<file path="src/rtl/bin2bcd.sv">
// Sequential 11-bit binary to packed 13-bit BCD converter (double-dabble, one bit per clock).
// Optional saturation of inputs above 1999 is enabled by defining BIN2BCD_SAT_EN.
module bin2bcd (
  input  logic        clk,
  input  logic        reset,
  input  logic        start,
  input  logic [10:0] bin,
  output logic        ready,
  output logic        done_tick,
  output logic [12:0] bcd,
  output logic        ovf
);

  localparam int unsigned BIN_W = 11;
  localparam int unsigned DIG_W = 4;
  localparam int unsigned BCD_W = 13;
  localparam int unsigned CNT_W = 4;
  localparam int unsigned SR_W  = 4 * DIG_W + BIN_W;
  localparam logic [CNT_W-1:0] N_SHIFT = CNT_W'(BIN_W);
  localparam logic [BIN_W-1:0] MAX_DISP = BIN_W'(1999);
  localparam logic [BCD_W-1:0] SAT_BCD = 13'h1999;

  typedef enum logic [1:0] {IDLE, OP, DONE} state_t;

  state_t            state, state_nxt;
  logic [BIN_W-1:0]  sh, sh_nxt;
  logic [DIG_W-1:0]  thou, hun, ten, one;
  logic [DIG_W-1:0]  thou_nxt, hun_nxt, ten_nxt, one_nxt;
  logic [CNT_W-1:0]  cnt, cnt_nxt;
  logic [BCD_W-1:0]  bcd_nxt;
  logic [SR_W-1:0]   shifted;

  function automatic logic [DIG_W-1:0] add3(input logic [DIG_W-1:0] d);
    return (d >= DIG_W'(5)) ? d + DIG_W'(3) : d;
  endfunction

  // Adjust every digit, then shift digits and binary left as one register.
  assign shifted = {add3(thou), add3(hun), add3(ten), add3(one), sh} << 1;

  assign ready     = (state == IDLE);
  assign done_tick = (state == DONE);

`ifdef BIN2BCD_SAT_EN
  logic big, big_nxt;
  logic ovf_q, ovf_nxt;
  assign ovf = ovf_q;
`else
  assign ovf = 1'b0;
`endif

  always_ff @(posedge clk or posedge reset) begin
    if (reset) begin
      state <= IDLE;
      sh    <= '0;
      thou  <= '0;
      hun   <= '0;
      ten   <= '0;
      one   <= '0;
      cnt   <= '0;
      bcd   <= '0;
`ifdef BIN2BCD_SAT_EN
      big   <= 1'b0;
      ovf_q <= 1'b0;
`endif
    end else begin
      state <= state_nxt;
      sh    <= sh_nxt;
      thou  <= thou_nxt;
      hun   <= hun_nxt;
      ten   <= ten_nxt;
      one   <= one_nxt;
      cnt   <= cnt_nxt;
      bcd   <= bcd_nxt;
`ifdef BIN2BCD_SAT_EN
      big   <= big_nxt;
      ovf_q <= ovf_nxt;
`endif
    end
  end

  always_comb begin
    state_nxt = state;
    sh_nxt    = sh;
    thou_nxt  = thou;
    hun_nxt   = hun;
    ten_nxt   = ten;
    one_nxt   = one;
    cnt_nxt   = cnt;
    bcd_nxt   = bcd;
`ifdef BIN2BCD_SAT_EN
    big_nxt   = big;
    ovf_nxt   = ovf_q;
`endif
    case (state)
      IDLE: begin
        if (start) begin
          sh_nxt    = bin;
          thou_nxt  = '0;
          hun_nxt   = '0;
          ten_nxt   = '0;
          one_nxt   = '0;
          cnt_nxt   = N_SHIFT;
`ifdef BIN2BCD_SAT_EN
          big_nxt   = (bin > MAX_DISP);
`endif
          state_nxt = OP;
        end
      end
      OP: begin
        {thou_nxt, hun_nxt, ten_nxt, one_nxt, sh_nxt} = shifted;
        cnt_nxt = cnt - CNT_W'(1);
        if (cnt == CNT_W'(1)) begin
          // Only thousands[0] is displayable; 2000..2047 wrap unless saturated.
          bcd_nxt   = {shifted[BIN_W + 3*DIG_W], shifted[BIN_W +: 3*DIG_W]};
`ifdef BIN2BCD_SAT_EN
          ovf_nxt   = big;
          if (big) bcd_nxt = SAT_BCD;
`endif
          state_nxt = DONE;
        end
      end
      DONE:    state_nxt = IDLE;
      default: state_nxt = IDLE;
    endcase
  end

endmodule

</file>
<file path="config.mk">
export PLATFORM = sky130hd
export DESIGN_NAME = bin2bcd
export DESIGN_NICKNAME = d
export VERILOG_FILES = /design/src/rtl/bin2bcd.sv
export SDC_FILE = /design/constraint.sdc
export NUM_CORES = 1
export LEC_CHECK = 0
export ABC_AREA = 0
export CAP_MARGIN = 5
export CORE_MARGIN = 2
export CORE_UTILIZATION = 30
export DETAILED_ROUTE_END_ITERATION = 10
export SYNTH_ARGS = -nofsm -noshare
export SYNTH_HDL_FRONTEND = slang
export SYNTH_SLANG_ARGS = --single-unit
</file>
<file path="constraint.sdc">
create_clock -name clk -period 1.6 [get_ports clk]
set_clock_uncertainty 0.2 [all_clocks]
set_input_delay 0.32 -clock clk [delete_from_list [all_inputs] [get_ports clk]]
set_output_delay 0.32 -clock clk [all_outputs]
set_load 0.005 [all_outputs]
</file>
==> results.txt, run 1 <==
STA classifies the critical path endpoint as a flop. Entering global routing, the biggest net connects 43 pins. In the layout the commonest cells are 41 x sky130_fd_sc_hd__dfrtp_1, 41 x sky130_fd_sc_hd__buf_4, 21 x sky130_fd_sc_hd__nand2_1, 20 x sky130_fd_sc_hd__o21ai_0, 17 x sky130_fd_sc_hd__a21oi_1. Yosys attributes the largest share of cell area to sky130_fd_sc_hd__dfrtp_1 49%, sky130_fd_sc_hd__o21ai_0 5.6%, sky130_fd_sc_hd__mux2_4 4.9%. The number of nets handed over by synthesis was 229. For the sequential cell area in the final layout, the log shows 1050 sq um. The area growth from synthesis to layout is 49.7%. In this run the static leakage power is 1.40 nW. The final route contains 1730 vias. The number of diodes added for antenna fixing was 0. Placer congestion estimate: 0.734. The highest net fanout along the worst path is 6, and the row count is 30.

Dividing the detail-routed wire length by the instance count gives 12.8 um. The top-level I/O count is 30. The clock sink count is 42, and the number of buffers added by the clock tree synthesis step is 5. In the final design database the tool counted 301 nets. The number of buffers added on ports came out at 28.

The logs give 2 for the number of buffers on the longest clock path and 376 for the count of placed standard cells in the final layout, fillers left out. After detailed placement, the design holds a cell count of 344. Summed over all instances, the cell type with the most area after synthesis is sky130_fd_sc_hd__dfrtp_1.

In this run the remaining antenna-violating nets after routing total 0. Across the VDD grid, the largest voltage drop is 717 uV. The per-cell via count in the routed design is 4.60. The path class of the tightest hold or removal check is primary input to asynchronous set/reset pin. The number of search-and-repair iterations in the first detailed-routing pass is 4. In this run, distinct cell masters in the synthesized netlist total 30. The worst-path cell with the longest stage delay was sky130_fd_sc_hd__dfrtp_1. The floorplan step defined a core boundary enclosing 6870 sq um.

The cell at the root of the clock tree was sky130_fd_sc_hd__clkbuf_8. Detailed placement finished with a half-perimeter wire length of 2890 um. Setup violations remaining at the end of the flow were counted as 18. The flow ran to the end, but the final reports show violations.

Hold is met by 175 ps. Critical path data arrival time: 1700 ps. The tool flagged a number of max-cap violations equal to 0. The final count of pins violating max slew is 0, and the per-instance average area after synthesis is 10.4 sq um. The slack of the critical path was -116 ps.

After detailed routing, the total wire length is 4810 um. The final critical path takes up 107% of the cycle. The kind of cell with the highest combined delay along the critical path is flip-flops. In the synthesized netlist, the number of instances is 207.

The total congestion overflow after global routing is 0, and the H-tree depth is 2. For the worst-skew pair, the clock arrives at the later sink with an insertion delay of 290 ps. After the first detailed-routing iteration, the DRC count stood at 70. The pre-CTS worst setup slack was -217 ps; the area of combinational cells with multiple inputs was 1190 sq um. In this run the critical register-to-register path is launched from cnt[1]$_DFFE_PP0P_. The clock edge transition at the registers on the reported setup and hold paths works out to 90 ps.

The peak per-stage delay on the critical path was 400 ps; the die footprint was 7860 sq um. The starting density of the core is 31.3%. Setup total negative slack on the finished layout was measured at -1440 ps. In this run the power density over the cells is 1990 nW/um^2.

The final reports fail on negative setup slack. The share of synthesized area in the top cell type comes to 48.9%. The number of warnings printed during yosys synthesis is 0. Achievable clock frequency: 0.583 GHz.

The number of cells on the worst reg-to-reg path came out at 7. The number of antenna violations at the first check in global routing was 0. STA classifies the critical path startpoint as a flop. The mapped cell area came out at 2150 sq um.

Walking the worst path, the cells encountered are inv_2 -> ha_4 -> nand4bb_4 -> nor2_4 -> buf_12 -> buf_4 -> mux2_4. The worst register-to-register path ends at bcd[9]$_DFFE_PP0P_. The launching instance or port of the critical path is cnt[1]$_DFFE_PP0P_. TritonCTS built the clock tree.

The share of the Yosys chip area taken by registers is 48.9%. The number of failing hold endpoints at the final stage is 0. The die extent in x works out to 88.7 um.

Global routing used 12.7% of the available tracks. The critical setup path kind was flop to flop. The required time at the worst-slack endpoint was 1580 ps; the worst-case register-to-register setup slack was -120 ps. The chip height is 88.7 um, and the number of fill cells is 652. Via count of the first global-routing pass: 1678. The post-route netlist has 39.3% of its cells at a drive strength greater than 1. The final critical-path required period is 1720 ps. Setup repair after global routing could not meet its margin everywhere. Final routed DRC violation total: 0. After synthesis the netlist holds a flip-flop and latch count of 42. Counting both buffers and inverters, the worst setup path holds a total of 3. The first global-routing pass estimated 7680 um of wire.
where the power goes:
part | internal (mW) | leakage [nW] | switching (mW)
logic | 2.08 | 0.828 | 1.54
registers | 1.55 | 0.523 | 0.395
clock network | 0.466 | 0.0514 | 0.374
total | 4.10 | 1.40 | 2.31
worst min-delay path: stages:
cell	delay (ps)
sky130_fd_sc_hd__clkdlybuf4s50_1	390
sky130_fd_sc_hd__inv_1	90
sky130_fd_sc_hd__buf_12	230
cell type report:
cell class,count,area share [%]
clock buffer,6,2.25
clock inverter,2,1.17
inverter,10,1.17
multi-input combinational,142,37.0
sequential,42,32.7
tap,96,3.73
timing repair buffer,78,22.0
routing by layer:
layer	vias up	track usage (%)	part of all wire [%]
met2	29	21.4	49
met3	5	2.89	2.5
met1	841	16.2	48
li1	855	-	-
met5	-	0	0
met4	0	3.99	0.64
per-stage QoR:
step           power [mW]  cell area, sq um  utilization [%]
6_report             6.41              3220             46.9
5_1_grt              6.92              3220             46.9
4_1_cts              5.92              3000             43.7
3_5_place_dp         4.68              2690             39.2
3_3_place_gp         4.62              2690             39.2
2_1_floorplan        3.62              2150                -
how the worst max path moves through the flow:
stage                     cells after the start                  to
final                                         7  bcd[9]$_DFFE_PP0P_
after global placement                        5  sh[10]$_DFFE_PP0P_
after floorplan                               5  bcd[2]$_DFFE_PP0P_
after detailed placement                      5   sh[6]$_DFFE_PP0P_
after global routing                          9  bcd[7]$_DFFE_PP0P_
after CTS                                     9  bcd[7]$_DFFE_PP0P_
synth_stat cells:
cell type,instances
sky130_fd_sc_hd__xnor2_1,3
sky130_fd_sc_hd__nand2b_1,4
sky130_fd_sc_hd__inv_1,10
sky130_fd_sc_hd__ha_1,8
sky130_fd_sc_hd__nor2_1,12
sky130_fd_sc_hd__nor3b_1,13
sky130_fd_sc_hd__a22o_2,3
sky130_fd_sc_hd__o21ai_0,24
sky130_fd_sc_hd__nand4bb_4,1
sky130_fd_sc_hd__a22oi_1,1
sky130_fd_sc_hd__a21oi_2,3
sky130_fd_sc_hd__buf_6,3
sky130_fd_sc_hd__conb_1,1
sky130_fd_sc_hd__nand3b_1,1
sky130_fd_sc_hd__mux2_2,1
sky130_fd_sc_hd__buf_4,4
sky130_fd_sc_hd__buf_2,4
sky130_fd_sc_hd__a22o_1,5
sky130_fd_sc_hd__mux2_4,7
sky130_fd_sc_hd__nand2_1,21
sky130_fd_sc_hd__nor3_1,4
sky130_fd_sc_hd__dfrtp_1,42
sky130_fd_sc_hd__clkbuf_2,1
sky130_fd_sc_hd__nor2b_1,4
sky130_fd_sc_hd__a31oi_1,3
sky130_fd_sc_hd__clkbuf_1,1
sky130_fd_sc_hd__a21oi_1,18
sky130_fd_sc_hd__nor2_4,1
sky130_fd_sc_hd__o21bai_4,1
sky130_fd_sc_hd__mux2i_1,3
registers in the layout (all words and copies together), names as in the netlist:
name / count
hun: 4
ten: 4
cnt: 4
bcd: 13
state: 2
one: 4
sh: 11
logic make-up (layout without fill, tap and decap cells):
| logic type | after synthesis | after routing | synth area share (%) |
|---|---|---|---|
| xor gates and xnor gates | 3 | 3 | 1.22 |
| other | 1 | 1 | 0.174 |
| buffers and inverters | 23 | 96 | 6.05 |
| DFF | 42 | 42 | 48.9 |
| adders and majority gates | 8 | 8 | 4.65 |
| AOI/OAI and AO/OA | 58 | 58 | 16.5 |
| and+or+nand+nor | 61 | 61 | 15.7 |
| muxes | 11 | 11 | 6.81 |
timing repair:
action,in CTS,in global routing
gates resized for setup,46,34
setup endpoints to repair,37,30
hold buffers,0,0
pin swaps,9,15
setup buffers,13,13
endpoints found under the hold margin,0,0
Note: power is estimated with default switching activity, not from simulation.
==> run 2: changes to the inputs <==
- CORE_ASPECT_RATIO: not set -> 0.8
- HOLD_SLACK_MARGIN: not set -> 0.02
- SLEW_MARGIN: not set -> 20
==> run 2 against run 1 <==
The flow still finishes with violations (negative setup slack). Via count increased by 1.3%. Worst setup slack worse by 1.8 ps. Total power increased by 4.7%. Core utilization rose by 1.0 points. Clock-buffer cell count rose by 1. Flip-flop and latch count stayed put. Wire length increased by 7.8%. Worst hold slack worse by 3.2 ps. Critical endpoint is now bcd[6]$_DFFE_PP0P_. Register-to-register slack barely moved. First-iteration DRC count down 16%.
==> results.txt, run 2 (synthesized netlist as in run 1, its figures left out) <==
The flow ran to the end, but the final reports show violations. The final reports fail on negative setup slack. Leaving out fill and tap cells, the most frequent cells in the layout are 41 x sky130_fd_sc_hd__dfrtp_1, 37 x sky130_fd_sc_hd__buf_4, 18 x sky130_fd_sc_hd__a21oi_1, 13 x sky130_fd_sc_hd__clkdlybuf4s50_1, 13 x sky130_fd_sc_hd__dlygate4sd2_1. The most common cell after layout, fill and taps aside was sky130_fd_sc_hd__dfrtp_1.

The kind of end point of the critical path was a flop. Hold timing on the final database bottoms out at a slack of 172 ps. The number of failing hold endpoints at the final stage is 0, and the chip height is 79.7 um. The number of antenna diodes in the final layout is 0. The row count is 27, and the count of placed standard cells in the final layout, fillers left out is 369. The cell at the root of the clock tree was sky130_fd_sc_hd__clkbuf_8. Measured along the x axis, the die boundary spans 98.7 um.

By startpoint and endpoint, the worst setup path is classified as flop to flop. In the final layout, the registers with the most flip-flops are bcd: 13 flops, sh: 11 flops. At the later pin of the worst-skew pair, clock insertion delay measures 300 ps. TritonCTS built the clock tree. The placer congestion estimate is 0.740.

The clock sink count is 42, and the top-level I/O count is 30. The finished cells cover 3320 sq um. Largest net degree at the start of global routing: 43. The number of nets at the end of the flow is 303, and the placed cell area is 2680 sq um.

The run gives 1636 as the via count of the first global-routing pass. The worst register-to-register path begins at state[0]$_DFFE_PP0P_. Across the VDD grid, the largest voltage drop is 635 uV. The first global-routing pass estimated 7580 um of wire. STA classifies the critical path startpoint as a flop.

Number of buffers added by the clock tree synthesis step: 5. The most used routing layer was met2. Hold buffer count at CTS: 0. Dividing the final minimum period by the clock period gives 107%. For the required time at the worst-slack endpoint, the log shows 1590 ps. The endpoint identified for the worst register-to-register timing path is bcd[6]$_DFFE_PP0P_. The run gives 18.8% as the global-route track usage on met2.

The critical path endpoint is bcd[6]$_DFFE_PP0P_. The proportion of layout cells with a drive suffix above 1 was 44.7%; the number of placed instances with taps included was 334. The per-cell via count in the routed design is 4.75. Along the worst path, the maximum fanout reaches 10. The number of search-and-repair iterations in the first detailed-routing pass was 4; the post-detailed-placement half-perimeter wirelength was 2960 um.

The number of buffers added on ports was 28; the critical path data arrival time was 1710 ps. The number of buffers on the longest clock path is 2, and the number of routed nets with antenna violations is 0. For this run the aggregate overflow at the end of global routing stands at 0.

The H-tree generated during clock tree synthesis spans 2 levels. Setup repair after global routing could not meet its margin everywhere. The tools report the final count of pins violating max slew as 0. Before CTS, the worst setup slack after placement is -230 ps.

The register with the most flip-flops in the layout has 13 of them. The run gives 0.582 GHz as the achievable clock frequency. The worst path in the final design needs a cycle of 1720 ps, including I/O delays and setup. bcd holds more flip-flops than any other register. Once the floorplan was initialized, standard cells occupied 31.1% of the core. The die footprint is 7870 sq um, and the placeable core area is 6930 sq um. Across all layers, the routed design uses 1752 vias. The slack of the critical path is -118 ps, and the number of antenna violations at the first check in global routing is 0.

The total routing usage reported by global routing was 12.2%. The launching instance or port of the critical path is state[0]$_DFFE_PP0P_. Dividing the detail-routed wire length by the instance count gives 14.0 um. In the global route stage, met3 resource usage came out at 4.47%. Clock-pin slew was measured on the worst setup and hold paths at 80 ps. The path class of the tightest hold or removal check is primary input to asynchronous set/reset pin.

The post-detailed-routing wire length was 5180 um. The final routed DRC violation total is 0, and the routing usage on met1 is 16.2%. For this design the ratio of total power to cell area is 2020 nW/um^2.

The tools report the count of final setup violators as 34. The number of cells on the worst reg-to-reg path was 7; the area overhead of the layout relative to synthesis was 54.3%. The count of max-cap constraint violations is 0.

Setup slack on the worst reg-to-reg path comes out at -120 ps. The tools report the number of violations reported at the end of detailed-routing iteration 0 as 59. For the leakage power figure, the log shows 1.50 nW.
==> run 2: cell count changes in the layout (fill, tap and decap cells not counted), sizes merged <==
cell / delta
clkbuf: +5
clkdlybuf4s15: -2
bufinv: -1
clkinv: +1
clkinvlp: -1
==> run 2: worst min path at each step <==
stage	start	end	slack (ps)	cells past startpoint
floorplan	sh[7]$_DFFE_PP0P_	sh[7]$_DFFE_PP0P_	250	2
global placement	sh[2]$_DFFE_PP0P_	sh[2]$_DFFE_PP0P_	260	2
detailed placement	sh[2]$_DFFE_PP0P_	sh[2]$_DFFE_PP0P_	270	2
CTS	reset	bcd[1]$_DFFE_PP0P_	170	3
global route	reset	sh[0]$_DFFE_PP0P_	190	3
finish	reset	sh[0]$_DFFE_PP0P_	170	3
==> run 2: area by class of cell <==
| cell class | instances | area (sq um) |
|---|---|---|
| Fill cell | 602 | 3610 |
| Timing Repair Buffer | 80 | 798 |
| Multi-Input combinational cell | 142 | 1230 |
| Inverter | 10 | 37.5 |
| Clock inverter | 1 | 5.00 |
| Sequential cell | 42 | 1050 |
| Clock buffer | 7 | 86.3 |
| Tap cell | 87 | 109 |
==> run 2: critical path, cell delays in order, from the launching register on <==
cell,delay (ps)
sky130_fd_sc_hd__dfrtp_1,370
sky130_fd_sc_hd__buf_6,110
sky130_fd_sc_hd__buf_8,100
sky130_fd_sc_hd__buf_6,90
sky130_fd_sc_hd__nand4bb_4,120
sky130_fd_sc_hd__nor2_4,130
sky130_fd_sc_hd__buf_12,160
sky130_fd_sc_hd__mux2_4,310
==> run 2: where the power goes <==
part	switching, mW	internal, mW	total (mW)
sequential	0.421	1.55	1.97
combinational	1.68	2.33	4.01
clock	0.374	0.348	0.723
==> run 2: repair_timing <==
item                                   4_1_cts  5_1_grt
endpoints found under the hold margin        0        0
gates resized for setup                     30       82
cloned                                       0        5
buffers inserted                            12       10
setup endpoints to repair                   36       42
pin swaps                                    5       28
==> run 2: routing by layer <==
metal	vias up	part of all wire (%)
met5	-	0
met4	0	1.9
met3	10	3.2
met2	27	45
met1	848	50
li1	867	-
==> run 2: through the flow <==
stage | power [mW] | utilization, % | TNS, ps
5_1_grt | 7.18 | 47.9 | -3830
2_1_floorplan | 3.62 | - | 0
6_report | 6.71 | 47.9 | -1660
4_1_cts | 5.65 | 41.7 | -1920
3_5_place_dp | 4.68 | 38.6 | -3520
3_3_place_gp | 4.62 | 38.6 | -2880
==> run 3: changes to the inputs <==
- CORE_ASPECT_RATIO: 0.8 -> 1.75
- SLEW_MARGIN: 20 -> not set
==> run 3 against run 2 <==
The run still ends with negative setup slack left. Clock-buffer cell count decreased by 1. Sequential share of layout area grew 2.0 points. Wire length decreased by 8.0%. Critical path depth decreased by 1. Non-clock buffer count is 9 lower. Worst hold slack improved by 20 ps. Largest power group unchanged. Highest routed layer unchanged.
==> results.txt, run 3 (synthesized netlist as in run 1, its figures left out) <==
After layout, the design draws a total of 6.38 mW. Summed over all nets, the switching power comes to 2.28 mW. The net switching share of the total power was 35.7%; the number of cells on the worst reg-to-reg path was 6.

The per-cell via count in the routed design is 4.71, and the die footprint is 7890 sq um. For the total congestion overflow after global routing, the log shows 0. The startpoint identified for the worst register-to-register timing path is cnt[1]$_DFFE_PP0P_.

Counting every sink on the clock net gives 42. The number of diodes added for antenna fixing was 0. In this run the register-to-register setup slack is -40 ps. IR analysis of the VDD net gives a maximum drop of 642 uV.

The count of max-cap constraint violations was 0. Clock-pin slew was measured on the worst setup and hold paths at 60 ps. In this run the clock root is driven by a sky130_fd_sc_hd__clkbuf_16. Worst reg2reg path endpoint: bcd[5]$_DFFE_PP0P_.

The family with the most delay on the worst path is flip-flops. Per report_power, the combinational group accounts for 53.2% of the total. Setup repair after global routing could not meet its margin everywhere. For this design the top-level I/O count stands at 30. In this run, flip-flops and latches consume 30.8% of the power. Counting flops per register, the top entry is bcd. The final count of pins violating max slew came out at 0. The flow ran to the end, but the final reports show violations. Post-detailed-placement half-perimeter wirelength: 3100 um.

The final layout contains routed wiring with a total length of 4760 um. The slack of the critical path was -39.3 ps. In this run the cell area measured after placement is 2660 sq um. In this run the vertical extent of the chip is 116 um. The number of failing hold endpoints at the final stage was 0. The row count was 40.

The largest registers in the layout are bcd: 13 flops, sh: 11 flops. The critical path contains buffers and inverters numbering 2 combined. Dividing the final minimum period by the clock period gives 102%. For the achievable clock frequency, the log shows 0.610 GHz.

STA classifies the critical path endpoint as a flop. In the routed design, unresolved DRC markers number 0. TritonCTS built the clock tree. The detailed router placed 1682 vias in this run. The final cell utilization of the core is 45.2%.

In the layout the commonest cells are 41 x sky130_fd_sc_hd__dfrtp_1, 31 x sky130_fd_sc_hd__buf_4, 21 x sky130_fd_sc_hd__nand2_1, 19 x sky130_fd_sc_hd__o21ai_0, 17 x sky130_fd_sc_hd__a21oi_1. Counting buffers and inverters, the worst setup path is 6 cells deep. At the worst endpoint, the arrival time is 1600 ps. For the placeable core area, the log shows 6910 sq um. Setup violations remaining at the end of the flow were counted as 10. The filler cells instantiated in the layout total 660.

For this run, the post-layout net count is 294. The area growth from synthesis to layout is 45.1%. The worst setup path is of the flop to flop kind. Global routing consumed, over all layers together, 13.2% of the routing resources.

Summed over all cells, the static leakage comes to 1.37 nW. The first global-routing pass estimated 7950 um of wire. The portion of total power attributed to the clock network was 16.0%. Once the floorplan was initialized, standard cells occupied 31.1% of the core.

Clock tree synthesis inserted a total of 5 buffers. The final critical-path required period is 1640 ps. The worst-path cell with the longest stage delay was sky130_fd_sc_hd__dfrtp_1.

The first routing iteration left 57 violations. Of the cells placed in the final design, the portion with a size suffix greater than 1 is 36.6%. Worst hold path class: primary input to asynchronous set/reset pin. Dividing the detail-routed wire length by the instance count gives 13.3 um. The die extent in x works out to 68.0 um. The peak per-stage delay on the critical path is 390 ps, and the required time at the worst-slack endpoint is 1560 ps.

The later pin in the worst-skew pair is clocked with a latency of 280 ps. The library cell used most frequently in the layout, excluding fill and tap cells, is sky130_fd_sc_hd__dfrtp_1. The checks that failed: negative setup slack. The register with the most flip-flops in the layout has 13 of them. The clock passes through at most 2 buffers.

For this design the ratio of total power to cell area is 2040 nW/um^2. CTS built an H-tree with a depth of 2. The number of antenna violations at the first check in global routing was 0; the via count of the first global-routing pass was 1702.

Entering global routing, the biggest net connects 43 pins. STA classifies the critical path startpoint as a flop. The number of routed nets with antenna violations was 0. The congestion estimate from routability-driven global placement came to 0.747. In this run the tool buffered the top-level ports with 28 buffer cells.

With fillers left out, the area of the finished cells amounts to 3120 sq um. The critical path goes through inv_2 -> ha_4 -> nand4bb_4 -> nor2_4 -> buf_6 -> mux2_4. Cell internal power was estimated by the tool at 4.10 mW. The highest net fanout along the worst path works out to 5.

The first detailed-routing pass ran for 4 iterations.
run 3: through the flow:
| step | worst slack [ps] | hold WS (ps) | instances | TNS [ps] |
|---|---|---|---|---|
| floorplan | 1.61 | 249 | 207 | 0 |
| global placement | -125 | 268 | 331 | -2610 |
| detailed placement | -139 | 275 | 331 | -2870 |
| CTS | -27.8 | 200 | 354 | -172 |
| global route | -86.4 | 237 | 357 | -1340 |
| finish | -39.3 | 192 | 357 | -284 |
run 3: worst max path at each step:
stage                                to               start
floorplan            bcd[2]$_DFFE_PP0P_  one[0]$_DFFE_PP0P_
CTS                  bcd[6]$_DFFE_PP0P_  cnt[1]$_DFFE_PP0P_
global route        bcd[10]$_DFFE_PP0P_  hun[0]$_DFFE_PP0P_
detailed placement    sh[9]$_DFFE_PP0P_               start
finish               bcd[5]$_DFFE_PP0P_  cnt[1]$_DFFE_PP0P_
global placement     sh[10]$_DFFE_PP0P_               start
run 3: worst min-delay path, cell delays in order:
cell                              delay (ps)
sky130_fd_sc_hd__clkdlybuf4s50_1         390
sky130_fd_sc_hd__inv_1                    90
sky130_fd_sc_hd__buf_12                  240
run 3: power groups by stage:
| stage | Combinational [mW] | Sequential [mW] | Clock (mW) |
|---|---|---|---|
| 2_1_floorplan | 1.73 | 1.89 | 0 |
| 4_1_cts | 3.19 | 1.93 | 1.05 |
| 3_5_place_dp | 2.74 | 1.94 | 0 |
| 5_1_grt | 3.72 | 2.03 | 1.10 |
| 3_3_place_gp | 2.69 | 1.93 | 0 |
| 6_report | 3.39 | 1.97 | 1.02 |
run 3: what timing repair did:
action,4_1_cts,5_1_grt
hold buffers,0,0
endpoints found under the setup margin,36,33
pin swaps,6,2
gates resized for setup,46,29
setup buffers,15,3
run 3: layout make-up:
type | instances | area, sq um | share of cell area (%)
Clock buffer | 6 | 139 | 4.45
Clock inverter | 2 | 12.5 | 0.401
Tap cell | 84 | 105 | 3.37
Sequential cell | 42 | 1050 | 33.7
Timing Repair Buffer | 71 | 639 | 20.5
Inverter | 10 | 37.5 | 1.20
Multi-Input combinational cell | 142 | 1130 | 36.4
run 3: metal layers:
| layer | vias up | track usage [%] | share of wire (%) |
|---|---|---|---|
| met5 | - | 0 | 0 |
| met4 | 0 | 4.40 | 1.8 |
| met3 | 7 | 2.33 | 2.6 |
| met2 | 30 | 23.2 | 54 |
| met1 | 806 | 15.9 | 41 |
| li1 | 839 | - | - |
==> variant (settings of run 3) <==
Build with the macro `BIN2BCD_SAT_EN` defined.
--- a/src/rtl/bin2bcd.sv
+++ b/src/rtl/bin2bcd.sv
@@ -1,5 +1,7 @@
 // Sequential 11-bit binary to packed 13-bit BCD converter (double-dabble, one bit per clock).
 // Optional saturation of inputs above 1999 is enabled by defining BIN2BCD_SAT_EN.
+`define BIN2BCD_SAT_EN
+
 module bin2bcd (
   input  logic        clk,
   input  logic        reset,
Function: same outputs for any inputs over 10 cycles, from zero or initial values and one cycle with reset high; that may be too few to reach the edited logic, so the function may still have changed.
==> variant against run 3 <==
  * The flow still finishes with violations (negative setup slack)
  * Setup slack got worse by 0.083 ns
  * Final area rose by 8.5%
  * Total power up 10%
  * Count of clock-buffer cells in the layout up 1
  * Area after synthesis decreased by 2.6%
  * Sequential cell count rose by 2
  * Cell count rose by 7.6%
  * Wire length is 17% higher
==> variant: results (changes against run 3) <==
.. list-table::
   :header-rows: 1

   * - Metric
     - Value
   * - Crit path DAT
     - 1.72 ns (was 1.60 ns)
   * - First-pass GRT wire length
     - 8660 um (was 7950 um)
   * - Critical R2R Launch
     - hun[0] (was cnt[1])
   * - Pin count of the biggest net entering global routing
     - 45 (was 43)
   * - Global-route track usage on met3
     - 2.36% (was 2.33%)
   * - Biggest area contributors in the synthesized netlist
     - sky130_fd_sc_hd__dfrtp_1 53%, sky130_fd_sc_hd__nand2_1 7.2%, sky130_fd_sc_hd__ha_1 4.8% (was sky130_fd_sc_hd__dfrtp_1 49%, sky130_fd_sc_hd__o21ai_0 5.6%, sky130_fd_sc_hd__mux2_4 4.9%)
   * - Int Power
     - 4.40 mW (was 4.10 mW)
   * - Post-Syn Nets
     - 244 (was 229)
   * - Leading post-synthesis cells by instance count
     - 44 x sky130_fd_sc_hd__dfrtp_1, 40 x sky130_fd_sc_hd__nand2_1, 24 x sky130_fd_sc_hd__nor2_1 (was 42 x sky130_fd_sc_hd__dfrtp_1, 24 x sky130_fd_sc_hd__o21ai_0, 21 x sky130_fd_sc_hd__nand2_1)
   * - Total negative setup slack
     - -0.468 ns (was -0.284 ns)
   * - Met1 track demand over resource in global routing
     - 16.0% (was 15.9%)
   * - Status
     - complete, but fails checks (unchanged)
   * - Final-layout fill cell count
     - 655 (was 660)
   * - Static power due to leakage
     - 1.53 nW (was 1.37 nW)
   * - Grt met2 use
     - 26.3% (was 23.2%)
   * - Launching element of the worst setup path
     - hun[0] (was cnt[1])
   * - Count of endpoints failing setup in the final report
     - 11 (was 10)
   * - Number of design-rule violations left by the first detailed-router iteration
     - 59 (was 57)
   * - Violations in the final reports
     - negative setup slack (unchanged)
   * - Placed instance area
     - 2740 um2 (was 2660 um2)
   * - Post-layout instance count excluding filler cells
     - 384 (was 357)
   * - Fraction of final layout cells sized beyond drive strength 1
     - 39.0% (was 36.6%)
   * - Final worst slack
     - -0.123 ns (was -0.0393 ns)
   * - Power in sequential cells
     - 2.04 mW (was 1.97 mW)
   * - Mapped Avg Cell Area
     - 9.43 um2 (was 10.4 um2)
   * - Power share of the combinational group
     - 55.9% (was 53.2%)
[variant: cell count changes in the layout (fill, tap and decap cells not counted), moves of 10 or more]
cell,run 3,this run
sky130_fd_sc_hd__a21oi_1,17,1
sky130_fd_sc_hd__nor2_1,8,21
sky130_fd_sc_hd__nor3b_1,12,1
sky130_fd_sc_hd__nand2_1,21,31
sky130_fd_sc_hd__o21ai_0,19,9
[variant: final cells by class]
| type | count | area [um2] | share of cell area, % |
|---|---|---|---|
| clock buffers | 7 | 153 | 4.51 |
| inverters | 11 | 48.8 | 1.44 |
| multi-input cells | 157 | 1190 | 35.0 |
| flip-flops and latches | 44 | 1100 | 32.5 |
| well taps | 84 | 105 | 3.11 |
| repair buffers | 80 | 779 | 23.0 |
| repair inverters | 1 | 11.3 | 0.333 |
[variant: worst max-delay path: stages, from the launching register on]
cell	delay [ns]
sky130_fd_sc_hd__dfrtp_1	0.42
sky130_fd_sc_hd__ha_2	0.19
sky130_fd_sc_hd__nand2b_4	0.14
sky130_fd_sc_hd__a21oi_4	0.14
sky130_fd_sc_hd__mux2_4	0.34
sky130_fd_sc_hd__o31ai_2	0.21
[variant: cells by family after synthesis]
family          synth area share [%]
flops                           52.6
simple gates                    18.5
fa+ha+maj                       4.78
compound gates                  16.2
xor+xnor                        2.09
mux                             1.49
buf+inv                         4.36
[variant: timing repair]
action,4_1_cts,5_1_grt
setup endpoints to repair,34,37
gates cloned,0,4
resized for setup,45,54
pin swaps,5,20
hold buffers,0,0
buffers inserted,12,9
[variant: per-layer routing]
layer	vias to the layer above	wire [um]	share of wire, %
met4	0	172	3.1
met1	968	2140	38
li1	924	-	-
met5	-	0	0
met2	37	3120	56
met3	14	151	2.7
